### src/rtl/sc_pkg.sv
// Shared definitions for the stochastic-computing blocks.
// Provides default operand/stream sizing, the SNG state encoding and the
// XNOR-LFSR lockup pattern (all ones), which never appears in a healthy sequence.
package sc_pkg;

  localparam int unsigned DEF_WIDTH      = 7;
  localparam int unsigned DEF_STREAM_LEN = 127;
  localparam int unsigned DEF_CNT_W      = $clog2(DEF_STREAM_LEN + 1);

  typedef enum logic {
    IDLE = 1'b0,
    RUN  = 1'b1
  } sng_state_t;

  localparam logic [DEF_WIDTH-1:0] LFSR_LOCKUP = '1;

endpackage

### src/rtl/sc_cmp.sv
// Unsigned less-than comparator shared by the SNGs and the SC MAC.
// Ports: a, b (W-bit unsigned operands) -> lt = (a < b).
module sc_cmp #(
  parameter int unsigned W = 7
) (
  input  logic [W-1:0] a,
  input  logic [W-1:0] b,
  output logic         lt
);

  assign lt = (a < b);

endmodule

### src/rtl/sc_sng_ctrl.sv
// Stochastic number generator control stage.
// Latches an operand over a valid/ready handshake and emits a STREAM_LEN-bit
// unipolar stream, bit = (rn < operand), flagging the final bit.
// Ports:
//   clk, rst        clock, asynchronous active-high reset
//   in_valid/ready  operand handshake (in_ready is combinational, high in IDLE)
//   in_value        WIDTH-bit unsigned operand
//   rn              WIDTH-bit LFSR random number, sampled every clock
//   bit_out         registered stochastic bit
//   bit_valid       registered, bit_out belongs to the current stream
//   bit_last        registered, final bit of the stream
//   ones_cnt        ones emitted in the current stream (SC_SNG_ONES_CNT_EN only)
// Build option: define SC_SNG_ONES_CNT_EN to add the ones counter.
module sc_sng_ctrl
  import sc_pkg::*;
#(
  parameter int unsigned WIDTH      = DEF_WIDTH,
  parameter int unsigned STREAM_LEN = DEF_STREAM_LEN,
  parameter int unsigned CNT_W      = $clog2(STREAM_LEN + 1)
) (
  input  logic             clk,
  input  logic             rst,
  input  logic             in_valid,
  output logic             in_ready,
  input  logic [WIDTH-1:0] in_value,
  input  logic [WIDTH-1:0] rn,
  output logic             bit_out,
  output logic             bit_valid,
  output logic             bit_last
`ifdef SC_SNG_ONES_CNT_EN
  ,
  output logic [CNT_W-1:0] ones_cnt
`endif
);

  sng_state_t       state_q, state_d;
  logic [WIDTH-1:0] value_q, value_d;
  logic [CNT_W-1:0] cnt_q, cnt_d;
  logic             bit_out_d, bit_valid_d, bit_last_d;
  logic             lt;
  logic             last_c;

  // Stochastic bit: strict less-than, so rn == value_q yields 0.
  sc_cmp #(.W(WIDTH)) u_cmp (
    .a  (rn),
    .b  (value_q),
    .lt (lt)
  );

  assign last_c = (cnt_q == CNT_W'(STREAM_LEN - 1));

  // Next-state and handshake decode.
  always_comb begin
    state_d     = state_q;
    value_d     = value_q;
    cnt_d       = cnt_q;
    bit_out_d   = bit_out;
    bit_valid_d = 1'b0;
    bit_last_d  = 1'b0;
    in_ready    = 1'b0;
    unique case (state_q)
      IDLE: begin
        in_ready = 1'b1;
        if (in_valid) begin
          value_d = in_value;
          cnt_d   = '0;
          state_d = RUN;
        end
      end
      RUN: begin
        bit_out_d   = lt;
        bit_valid_d = 1'b1;
        bit_last_d  = last_c;
        cnt_d       = cnt_q + CNT_W'(1);
        if (last_c) state_d = IDLE;
      end
      default: state_d = IDLE;
    endcase
  end

  // State and datapath registers.
  always_ff @(posedge clk or posedge rst) begin
    if (rst) begin
      state_q   <= IDLE;
      value_q   <= '0;
      cnt_q     <= '0;
      bit_out   <= 1'b0;
      bit_valid <= 1'b0;
      bit_last  <= 1'b0;
    end else begin
      state_q   <= state_d;
      value_q   <= value_d;
      cnt_q     <= cnt_d;
      bit_out   <= bit_out_d;
      bit_valid <= bit_valid_d;
      bit_last  <= bit_last_d;
    end
  end

`ifdef SC_SNG_ONES_CNT_EN
  logic [CNT_W-1:0] ones_d;

  // Ones counter: cleared on accept, holds after the stream until the next accept.
  always_comb begin
    ones_d = ones_cnt;
    if (state_q == IDLE && in_valid) begin
      ones_d = '0;
    end else if (state_q == RUN && lt) begin
      ones_d = ones_cnt + CNT_W'(1);
    end
  end

  always_ff @(posedge clk or posedge rst) begin
    if (rst) ones_cnt <= '0;
    else     ones_cnt <= ones_d;
  end
`else
  // Ones are not tracked in this build.
`endif

endmodule
### config.mk
export PLATFORM = sky130hd
export DESIGN_NAME = sc_sng_ctrl
export DESIGN_NICKNAME = d
export VERILOG_FILES = /design/src/rtl/sc_pkg.sv /design/src/rtl/sc_cmp.sv /design/src/rtl/sc_sng_ctrl.sv
export SDC_FILE = /design/constraint.sdc
export NUM_CORES = 1
export LEC_CHECK = 0
export ABC_AREA = 1
export CAP_MARGIN = 10
export CORE_MARGIN = 2
export CORE_UTILIZATION = 49
export CTS_CLUSTER_DIAMETER = 30
export DETAILED_ROUTE_END_ITERATION = 8
export PLACE_DENSITY = 0.78
export SLEW_MARGIN = 20
export SYNTH_ARGS = -nofsm -noshare
export SYNTH_HDL_FRONTEND = slang
export SYNTH_HIERARCHICAL = 1
export SYNTH_SLANG_ARGS = --single-unit
### constraint.sdc
create_clock -name clk -period 1.5 [get_ports clk]
set_input_delay 0.3 -clock clk [delete_from_list [all_inputs] [get_ports clk]]
set_output_delay 0.3 -clock clk [all_outputs]
set_load 0.01 [all_outputs]
* Word-level counts from Yosys, hierarchy flattened
Cells that the tools add are included.
Word-level totals: register bits after elaboration 18, bits in latches 0, RAM bits 0, bits in read-only memories 0, input port bits 17, output and inout bits 4, logic and storage cells 20, memories 0
Operators by class: add/sub/neg operators 1, $mul 0, divide/modulo/power cells 0, $lt $le $gt $ge 1, equal/unequal tests 2, shifts and indexed selects 0, mux-type cells 8, bitwise gates (word level) 1, reduce and logical (&&, ||, !) cells 1
Operators by type and width (count):
- 7-bit one-hot mux with 2 select lines | 1
- 7-bit by 1-bit adder with 7-bit output (second input constant) | 1
- 7-bit equality test (second input constant) | 1
- 7-bit < comparator | 1
- 7-bit 2-to-1 mux | 1
- 1-bit 2-to-1 mux | 5
- 2-bit != test (second input constant) | 1
- 1-bit one-hot mux with 2 select lines | 1
- 2-bit AND reduction | 1
- 1-bit inverter | 1

* Logic depth before layout (Yosys ltp)
depth after elaboration 3, depth in mapped cells 9, mapped depth without buffers 9

* Hierarchy
The synthesis kept the hierarchy.
Modules (own cells, without submodules):
- sc_sng_ctrl | instances 1, cells each 93, area each 799.5 um^2, sequential area each 450.4 um^2
- sc_cmp | instances 1, cells each 30, area each 168.9 um^2, sequential area each 0.0 um^2

* Worst setup path after synthesis
Ideal clock, no wire load.
path type register -> register, start point register value_q[6], end point register bit_out, setup time 65 ps, arrival time 1039 ps, required time 1435 ps, slack 396 ps, cell stages (with the launch flop) 10, path buffers 0, clock period less this slack 1104 ps, cells stage by stage dfrtp_1 > inv_1 > ha_1 > nand2_1 > inv_1 > nand2_1 > nand2_1 > a21oi_1 > nand2_1 > nand2_1
Between the ends: word-level cells in the longest chain between the ends 1
Ends and longest elaborated chain:
- start, declared | RTL line sc_sng_ctrl.sv:37 | logic [WIDTH-1:0] value_q, value_d;
- start signal, assigned | RTL line sc_sng_ctrl.sv:92 | value_q <= value_d;
- 7-bit < comparator | RTL line sc_cmp.sv:11 | assign lt = (a < b);
- named net lt | RTL line sc_sng_ctrl.sv:40 | logic lt;
- end signal, assigned | RTL line sc_sng_ctrl.sv:94 | bit_out <= bit_out_d;
- end, declared | RTL line sc_sng_ctrl.sv:27 | output logic bit_out,
The timed path passes the listed nets, and every way through them passes these cells. A chain may end at the register's enable or synchronous reset.

* Worst setup path in the final report
start point register state_q, end point output in_ready
Between the ends: word-level cells in the longest chain between the ends 1
Ends and longest elaborated chain:
- start, declared | RTL line sc_sng_ctrl.sv:36 | sng_state_t state_q, state_d;
- start signal, assigned | RTL line sc_sng_ctrl.sv:91 | state_q <= state_d;
- 1-bit 2-to-1 mux | RTL line sc_sng_ctrl.sv:61 | unique case (state_q)
- end, declared | RTL line sc_sng_ctrl.sv:24 | output logic in_ready,
Every way passes these cells.

==> key figures <==
Place
  – IO Port Bufs: 20
  – GP Congestion: 0.834
  – DP Wirelength: 1430 µm

Critical path
  – Worst R2R Path Depth: 9
  – CP arrival: 1060 ps
  – CP Max Fanout: 5
  – R2R Path Start: value_q[6]$_DFFE_PP0P_
  – Startpoint types: flop
  – Reg2reg setup slack: 270 ps
  – Reg2reg end: bit_out$_DFFE_PP0P_
  – Kind of end point of the critical path: primary output
  – Crit. Startpoint: state_q$_DFF_PP0_
  – WP data required: 1200 ps
  – WS Path Type: flop to primary output

Global routing
  – Final global-route overflow total: 0
  – Pin count of the biggest net entering global routing: 19
  – First-pass GRT wire length: 3420 µm
  – Initial antenna violation count: 0
  – Total track usage: 0.188
  – Vias in the first global route: 840

Route
  – Via count: 809
  – Pre-antenna DRT Iters: 4
  – DR vias/cell: 4.60
  – WL/cell: 10.6 µm
  – DRC errors left: 0
  – Iter 0 DRT Violations: 15
  – Routed WL: 1860 µm
  – ANT nets after route: 0

Power
  – Clk pwr share: 0.154
  – Sw Pwr: 0.747 mW
  – Total internal power: 1.20 mW
  – Lkg Pwr: 0.691 nW
  – Total power: 1.94 mW
  – Seq pwr share: 0.435
  – Switching Fraction: 0.385
  – PD cells: 1550 mW/mm²
  – Maximum VDD drop: 0.949 mV
  – Logic gate share of total power: 0.411

Final layout
  – Multi-input logic area: 433 µm²
  – Register area: 450 µm²
  – Share of cells above drive strength 1: 0.0805
  – Fillers: 158
  – Post-layout util: 0.659
  – Layout area overhead: 29.3%
  – Post-layout nets: 175
  – Ant diodes: 0

STA
  – Final setup vio count: 0
  – RSZ-0062 raised after global routing: no
  – Worst-margin pin slew: 254 ps
  – Rel. slew slack: 0.830
  – Fin crit period: 1360 ps
  – Hold Vio Cnt, Final: 0
  – Pins Over Slew Limit: 0
  – Fmax: 735 MHz
  – Setup_tns: 0 ps
  – Final period util: 0.907
  – Final clock skew: 5.60 ps

Synth
  – Top FF cell, synth: dfrtp_1
  – Synth area leaders: dfrtp_1 (47%), nand2_1 (20%), ha_1 (10%)
  – Register area share after synthesis: 0.465
  – Synth area leader: dfrtp_1
  – Top cell type's share of synthesized area: 0.465
  – Most frequent cell after synthesis: nand2_1
  – YS warnings: 6
  – Async SR Flop Fraction: 1.00
  – Mapped Cells: 123
  – Synth Register Bits: 18
  – Synth unique cells: 16
  – Syn_nets: 148
  – Number of enable flip-flop cells after synthesis: 0
  – Commonest cells in the netlist: nand2_1 (51), dfrtp_1 (18), inv_1 (18)
  – Synthesized area per cell: 7.87 µm²
  – Syn Std Cell Area: 968 µm²

Floorplanning
  – Die area: 0.00235 mm²
  – Initial Util: 0.509
  – Die height: 48.5 µm
  – Number of I/O pins: 21
  – CORE AREA: 0.00190 mm²
  – Die extent in x: 48.5 µm
  – Rows: 16

Clocking
  – Setup Buffers After CTS: 0
  – Max clock buf depth: 2
  – CTS tree: done
  – Clk_lat worst skew: 290 ps
  – Num CTS Buffers: 3
  – H-tree lvl count: 1
  – Clock transition at path regs: 110 ps
  – Clk root buf: clkbuf_4
  – Post-CTS sizing: 2
  – Number of clock sinks: 18
  – Hold-fix buffer count after cts: 0

Job
  – MaxCap Viol Count: 0

Min path
  – Min-Delay Path Class: input pin to asynchronous set/reset pin

Run status
  – Run status: finished clean
## per-stage QoR
stage	instance area [µm²]	instances	setup WS (ps)	hold WS, ps
after CTS	1250	176	21.0	308
final	1250	176	139	305
after global placement	1210	172	-23.9	467
after detailed placement	1210	172	-64.5	466
after floorplan	968	123	396	239
after global routing	1250	176	66.2	344
## final cells by class
class / instances / share of cell area
repair buffers: 23 / 0.180
inverters: 19 / 0.0589
flip-flops and latches: 18 / 0.360
multi-input cells: 85 / 0.346
well taps: 27 / 0.0270
clock buffers: 4 / 0.0290
## placed cells by master (no fill, tap or decap), types with 2 or more instances in the layout
| cell type | Yosys | final |
|---|---|---|
| nand2_1 | 51 | 51 |
| inv_1 | 18 | 18 |
| dfrtp_1 | 18 | 18 |
| clkdlybuf4s50_1 | 0 | 16 |
| nor2_1 | 9 | 9 |
| ha_1 | 8 | 8 |
| a21oi_1 | 5 | 5 |
| nand3_1 | 3 | 3 |
| clkbuf_4 | 0 | 3 |
| buf_4 | 0 | 3 |
| o21ai_0 | 2 | 2 |
| nor2_4 | 2 | 2 |
| dlymetal6s2s_1 | 0 | 2 |
| dlygate4sd2_1 | 0 | 2 |
## worst max-delay path, stage by stage (launching register included)
cell	delay (ps)
dfrtp_1	420
inv_4	90
dlygate4sd2_1	270
## routing by layer
metal  global-route usage  routed length, µm  up-vias
met5                    0                  0        -
met4               0.0857                 14        0
met3               0.0340                 45        2
met2                0.345                978        7
met1                0.211                825      372
li1                     -                  -      428
## logic make-up after synthesis
kind of cell / count (synthesis) / synth area share
and+or+nand+nor: 69 / 0.302
buffers and inverters: 20 / 0.0879
DFF: 18 / 0.465
AOI/OAI and AO/OA: 8 / 0.0413
adders and majority gates: 8 / 0.103
## power groups by stage
stage               sequential [mW]  combinational (mW)  clock (mW)
finish                        0.845               0.798       0.299
global route                  0.873               0.940       0.341
CTS                           0.844               0.810       0.308
detailed placement            0.855               0.813           0
global placement              0.843               0.763           0
floorplan                     0.827               0.592           0
## how the worst max path moves through the flow
stage,endpoint,depth (start not counted),slack (ps)
final,in_ready,2,140
after global routing,in_ready,2,70
after CTS,bit_last,1,20
after detailed placement,bit_out$_DFFE_PP0P_,9,-60
after global placement,bit_out$_DFFE_PP0P_,7,-20
after floorplan,bit_out$_DFFE_PP0P_,9,400
## registers in the layout, summed over array words and instances, names as in the netlist
signal     cells
state_q        1
cnt_q          7
bit_out        1
bit_last       1
bit_valid      1
value_q        7
(Power assumes the default switching activity.)
